[src/rtl/mux_rr_arbiter.sv]
// Round-robin arbiter that shares a 4:1 multiplexer among four requesters.
// It drives a one-hot grant and the registered mux selects {address1,address0}.
// A hold counter forces release after MAX_HOLD consecutive cycles so that
// a persistent requester cannot starve the others.
module mux_rr_arbiter #(
  parameter int MAX_HOLD = 8
) (
  input  logic       clk,
  input  logic       rst_n,
  input  logic [3:0] req,
  output logic [3:0] grant,
  output logic       address0,
  output logic       address1,
  output logic       busy
);

  localparam logic [0:0] ST_IDLE  = 1'b0;
  localparam logic [0:0] ST_GRANT = 1'b1;
  localparam logic [7:0] HOLD_MAX = 8'(MAX_HOLD);

  logic [0:0] state_q, state_d;
  logic [1:0] own_q, own_d;
  logic [1:0] ptr_q, ptr_d;
  logic [1:0] addr_q, addr_d;
  logic [7:0] hcnt_q, hcnt_d;
  logic [3:0] grant_q, grant_d;

  logic [3:0] own_mask;
  logic [3:0] others;
  logic [1:0] idle_pick;
  logic [1:0] next_pick;

  // First index with its request bit set, scanning start, start+1, ... mod 4.
  // Scanning from the far end lets the nearest hit overwrite the result.
  function automatic logic [1:0] rr_pick(input logic [3:0] r, input logic [1:0] start);
    logic [1:0] idx;
    logic [1:0] res;
    res = start;
    for (int k = 3; k >= 0; k--) begin
      idx = start + 2'(k);
      if (r[idx]) res = idx;
    end
    return res;
  endfunction

  assign own_mask  = 4'b0001 << own_q;
  assign others    = req & ~own_mask;
  assign idle_pick = rr_pick(req, ptr_q);
  assign next_pick = rr_pick(others, own_q + 2'd1);

  // Next-state logic: start a grant from IDLE, keep/extend it, or hand it over.
  always_comb begin
    state_d = state_q;
    own_d   = own_q;
    ptr_d   = ptr_q;
    addr_d  = addr_q;
    hcnt_d  = hcnt_q;
    grant_d = grant_q;
    case (state_q)
      ST_IDLE: begin
        if (|req) begin
          own_d   = idle_pick;
          grant_d = 4'b0001 << idle_pick;
          addr_d  = idle_pick;
          hcnt_d  = 8'd1;
          state_d = ST_GRANT;
        end
      end
      default: begin
        if (req[own_q] && (hcnt_q < HOLD_MAX)) begin
          hcnt_d = hcnt_q + 8'd1;
        end else begin
          // Release: the next search always starts just past the old owner.
          ptr_d = own_q + 2'd1;
          if (|others) begin
            own_d   = next_pick;
            grant_d = 4'b0001 << next_pick;
            addr_d  = next_pick;
            hcnt_d  = 8'd1;
          end else if (req[own_q]) begin
            // Forced release with nobody waiting: restart the same owner.
            hcnt_d = 8'd1;
          end else begin
            // Nobody wants the mux; selects keep the last index.
            grant_d = 4'b0000;
            hcnt_d  = 8'd0;
            state_d = ST_IDLE;
          end
        end
      end
    endcase
  end

  // State registers with asynchronous clear.
  always_ff @(posedge clk or negedge rst_n) begin
    if (!rst_n) begin
      state_q <= ST_IDLE;
      own_q   <= 2'd0;
      ptr_q   <= 2'd0;
      addr_q  <= 2'd0;
      hcnt_q  <= 8'd0;
      grant_q <= 4'b0000;
    end else begin
      state_q <= state_d;
      own_q   <= own_d;
      ptr_q   <= ptr_d;
      addr_q  <= addr_d;
      hcnt_q  <= hcnt_d;
      grant_q <= grant_d;
    end
  end

  assign grant    = grant_q;
  assign address0 = addr_q[0];
  assign address1 = addr_q[1];
  assign busy     = |grant_q;

endmodule

[config.mk]
export PLATFORM = sky130hd
export DESIGN_NAME = mux_rr_arbiter
export DESIGN_NICKNAME = d
export VERILOG_FILES = /design/src/rtl/mux_rr_arbiter.sv
export SDC_FILE = /design/constraint.sdc
export NUM_CORES = 1
export LEC_CHECK = 0
export CELL_PAD_IN_SITES_DETAIL_PLACEMENT = 1
export CELL_PAD_IN_SITES_GLOBAL_PLACEMENT = 1
export CORE_ASPECT_RATIO = 1.2
export CORE_UTILIZATION = 48
export DETAILED_ROUTE_END_ITERATION = 8
export DONT_BUFFER_PORTS = 1
export GPL_TIMING_DRIVEN = 0
export MAX_ROUTING_LAYER = met4
export PLACE_DENSITY = 0.77
export SETUP_SLACK_MARGIN = 0.5
export SLEW_MARGIN = 20
export SYNTH_ARGS = -nofsm -noshare
export SYNTH_HDL_FRONTEND = slang
export SYNTH_SLANG_ARGS = --single-unit
[constraint.sdc]
create_clock -name clk -period 2.8 [get_ports clk]
set_input_delay 0.56 -clock clk [delete_from_list [all_inputs] [get_ports clk]]
set_output_delay 0.56 -clock clk [all_outputs]
set_load 0.01 [all_outputs]
==> impl_metrics.json <==
{
  "synthesis.area_um2": 1212,
  "synth_compound_area_share_pct": 24.05,
  "synth_top_area_share_pct": 35.09,
  "grtUsageMet1_pct": 30.71,
  "finalWorstSetupSlack_ps": 524.6,
  "ys.flop_type": "dfrtp_1",
  "status": "completed",
  "grt_use_met2_pct": 39.38,
  "grt_overflow": 0,
  "ys_types": 43,
  "drive_gt1_share_pct": 26.43,
  "synthMuxAreaShare_pct": 4.644,
  "maxSlewViolCount": 0,
  "rows": 19,
  "fmax_mhz": 439.5,
  "intPower_mw": 0.9254,
  "yosys.area_share.xor_xnor_pct": 0,
  "dieHeight_um": 57.06,
  "synth-edff-count": 0,
  "cts_num_sinks": 17,
  "drt_iter0_drc": 29,
  "multi_input_area_um2": 769.5,
  "p_leak_nw": 0.6061,
  "drc": 0,
  "via_per_inst": 6.082,
  "vias": 1040,
  "tns_ps": 0,
  "min_period_ps": 2275,
  "finalCritPeriodShare_pct": 81.26,
  "cap_violations": 0,
  "arrival_ps": 2470,
  "async_flop_share_pct": 100.0,
  "antenna_cells": 0,
  "cts_max_path_buffers": 2,
  "ys_warn_count": 0,
  "switchingPower_mw": 0.7065,
  "hold_viol_final": 0,
  "root_buffer": "clkbuf_4",
  "n_fill_cell": 277,
  "synthSimpleGateAreaFrac_pct": 24.56,
  "path_class": "flip-flop to flip-flop",
  "cp.required_ps": 3000,
  "combPwrFrac_pct": 66.4,
  "ys_top_cells_by_area": "dfrtp_1, ha_1, o21ai_0",
  "regArea_um2": 427.9,
  "worst_pin_slew_ps": 988.7,
  "cts_buffers": 3,
  "synth_fp_nets": 138,
  "yosysSeqAreaShare_pct": 35.09,
  "synth_top_area_cell": "dfrtp_1",
  "endpoint_kind": "flip-flop",
  "grt_usage_pct": 24.74,
  "clk_latency_ps": 280,
  "drt-total-wl_mm": 3.052,
  "hold_path.class": "flip-flop to flip-flop",
  "cts_tree": "built",
  "hpwl_mm": 2.142,
  "place.gp.congestion": 0.7941,
  "core_area_um2": 2330,
  "htreeDepth": 1,
  "p_clk_share_pct": 7.6,
  "ant_nets": 0,
  "fin_util_pct": 61.60,
  "postSynthCellCount": 127,
  "pwr-share-seq_pct": 26.0,
  "start_util_pct": 52.04,
  "setup_viol": 0,
  "wire_per_inst_um": 17.85,
  "die_w_um": 47.88,
  "cp-start-kind": "flip-flop",
  "fin_skew_ps": 5.246,
  "ys_ff_latch": 17,
  "slew_headroom_pct": 33.25,
  "io_pins": 13,
  "dp_slack_ps": 135.8,
  "final_nets": 152,
  "grt.busiest_layer": "met2",
  "drt-pass1-iter-count": 4,
  "synth_top_family_by_area": "simple AND/OR/NAND/NOR gates",
  "syn_to_final_growth_pct": 18.37,
  "die_area_um2": 2732,
  "synth_adder_area_share_pct": 5.160,
  "rsz0062_at_grt": "true",
  "cts.clk_slew.worst_paths_ps": 90,
  "antenna_found_initial": 0,
  "grt_max_degree": 18,
  "grt_pass1_vias": 1099,
  "netSwitchingFraction_pct": 43.29,
  "peakVddDrop_uv": 662.3,
  "power_density_nw_per_um2": 1137,
  "syn_area_per_cell_um2": 9.547,
  "cp_max_fo": 4,
  "grt_pass1_wl_mm": 4.795,
  "use_met3_pct": 5.063,
  "io_buffers": 0
}
cells in the final DEF, fill, tap and decap left out, drive strengths merged, types with 2 or more instances in the layout:
master / n
inv: 6
a31oi: 2
nor3: 2
nor2b: 6
clkbuf: 9
o21ai: 12
and2: 4
o211ai: 5
o211a: 2
o21a: 2
nand2b: 7
nand2: 7
nor2: 5
a21boi: 2
or4b: 2
buf: 12
nor4: 2
or3b: 2
a22o: 2
or4: 2
a21oi: 5
mux4: 2
a211oi: 2
ha: 5
dfrtp: 17
logic make-up (layout without fill, tap and decap cells):
group | count (synthesis) | in the layout
fa+ha+maj | 5 | 5
buf+inv | 15 | 28
simple gates | 45 | 45
compound gates | 42 | 42
flops | 17 | 17
mux | 3 | 3
layout make-up:
cell class,instances,share of cell area (%)
clock buffer,4,1.831
tap,31,2.703
multi-input combinational,95,53.62
inverter,6,1.918
timing repair buffer,9,5.144
sequential,17,29.82
buffer,9,4.969
flip-flops by register name (all words and copies together), names as in the netlist:
signal,count
state_q,1
grant,4
hcnt_q,8
addr_q,2
ptr_q,2
through the flow:
| step | power (mW) | hold WS [ps] | cells | area [um^2] |
|---|---|---|---|---|
| floorplan | 1.032 | 264.4 | 127 | 1222 |
| global placement | 1.184 | 264.7 | 158 | 1261 |
| detailed placement | 1.218 | 264.7 | 158 | 1261 |
| CTS | 1.509 | 499.7 | 167 | 1371 |
| global route | 1.753 | 515.9 | 171 | 1435 |
| finish | 1.632 | 496.6 | 171 | 1435 |
power by group through the flow:
| stage | combinational, mW | clock [mW] | sequential [mW] |
|---|---|---|---|
| final | 1.08 | 0.124 | 0.425 |
| after global routing | 1.18 | 0.141 | 0.436 |
| after CTS | 0.957 | 0.129 | 0.423 |
| after detailed placement | 0.794 | 0 | 0.424 |
| after global placement | 0.765 | 0 | 0.420 |
| after floorplan | 0.630 | 0 | 0.402 |
critical path, cell delays in order, from the launching register on:
cell and delay, ps:
dfrtp_2 470, buf_8 150, buf_6 110, mux4_2 310, and4b_1 210, buf_6 130
nor4b_4 220, or3b_4 420, o211ai_1 180
cells in the mapped netlist, types with 2 or more instances:
library cell,instances
dfrtp_1,17
o21ai_0,11
nand2_1,7
nand2b_1,7
clkbuf_1,6
inv_1,6
nor2b_1,6
a21oi_1,5
ha_1,5
nor2_1,5
o211ai_1,5
and2_1,4
buf_6,3
a211oi_1,2
a21boi_0,2
a22o_1,2
a31oi_1,2
mux4_2,2
nor3_1,2
o211a_1,2
o21a_1,2
or4_1,2
or4b_2,2
per-layer routing:
metal,part of all wire (%),up-vias,wire (um)
met3,2.9,2,89
met5,0,-,0
met4,0.62,0,19
met1,42,522,1274
met2,55,19,1669
li1,-,497,-
timing repair:
action / 4_1_cts / 5_1_grt
hold buffers: 1 / 0
cloned: 0 / 0
setup buffers: 4 / 4
endpoints found under the hold margin: 17 / 0
gates resized for setup: 12 / 7
pin swaps: 2 / 4
endpoints found under the setup margin: 5 / 5
worst paths after layout:
kind / start / endpoint / slack, ps / cells after the start
max in group asynchronous: rst_n / addr_q[0] / 1490 / 1
setup reg to reg: addr_q[0] / grant[2] / 520 / 8
hold reg to reg: hcnt_q[7] / hcnt_q[7] / 500 / 1
hold / removal: hcnt_q[7] / hcnt_q[7] / 500 / 1
min in group asynchronous: rst_n / hcnt_q[7] / 790 / 1
setup / recovery: addr_q[0] / grant[2] / 520 / 8
No activity file was read; power rests on OpenSTA's default activity.
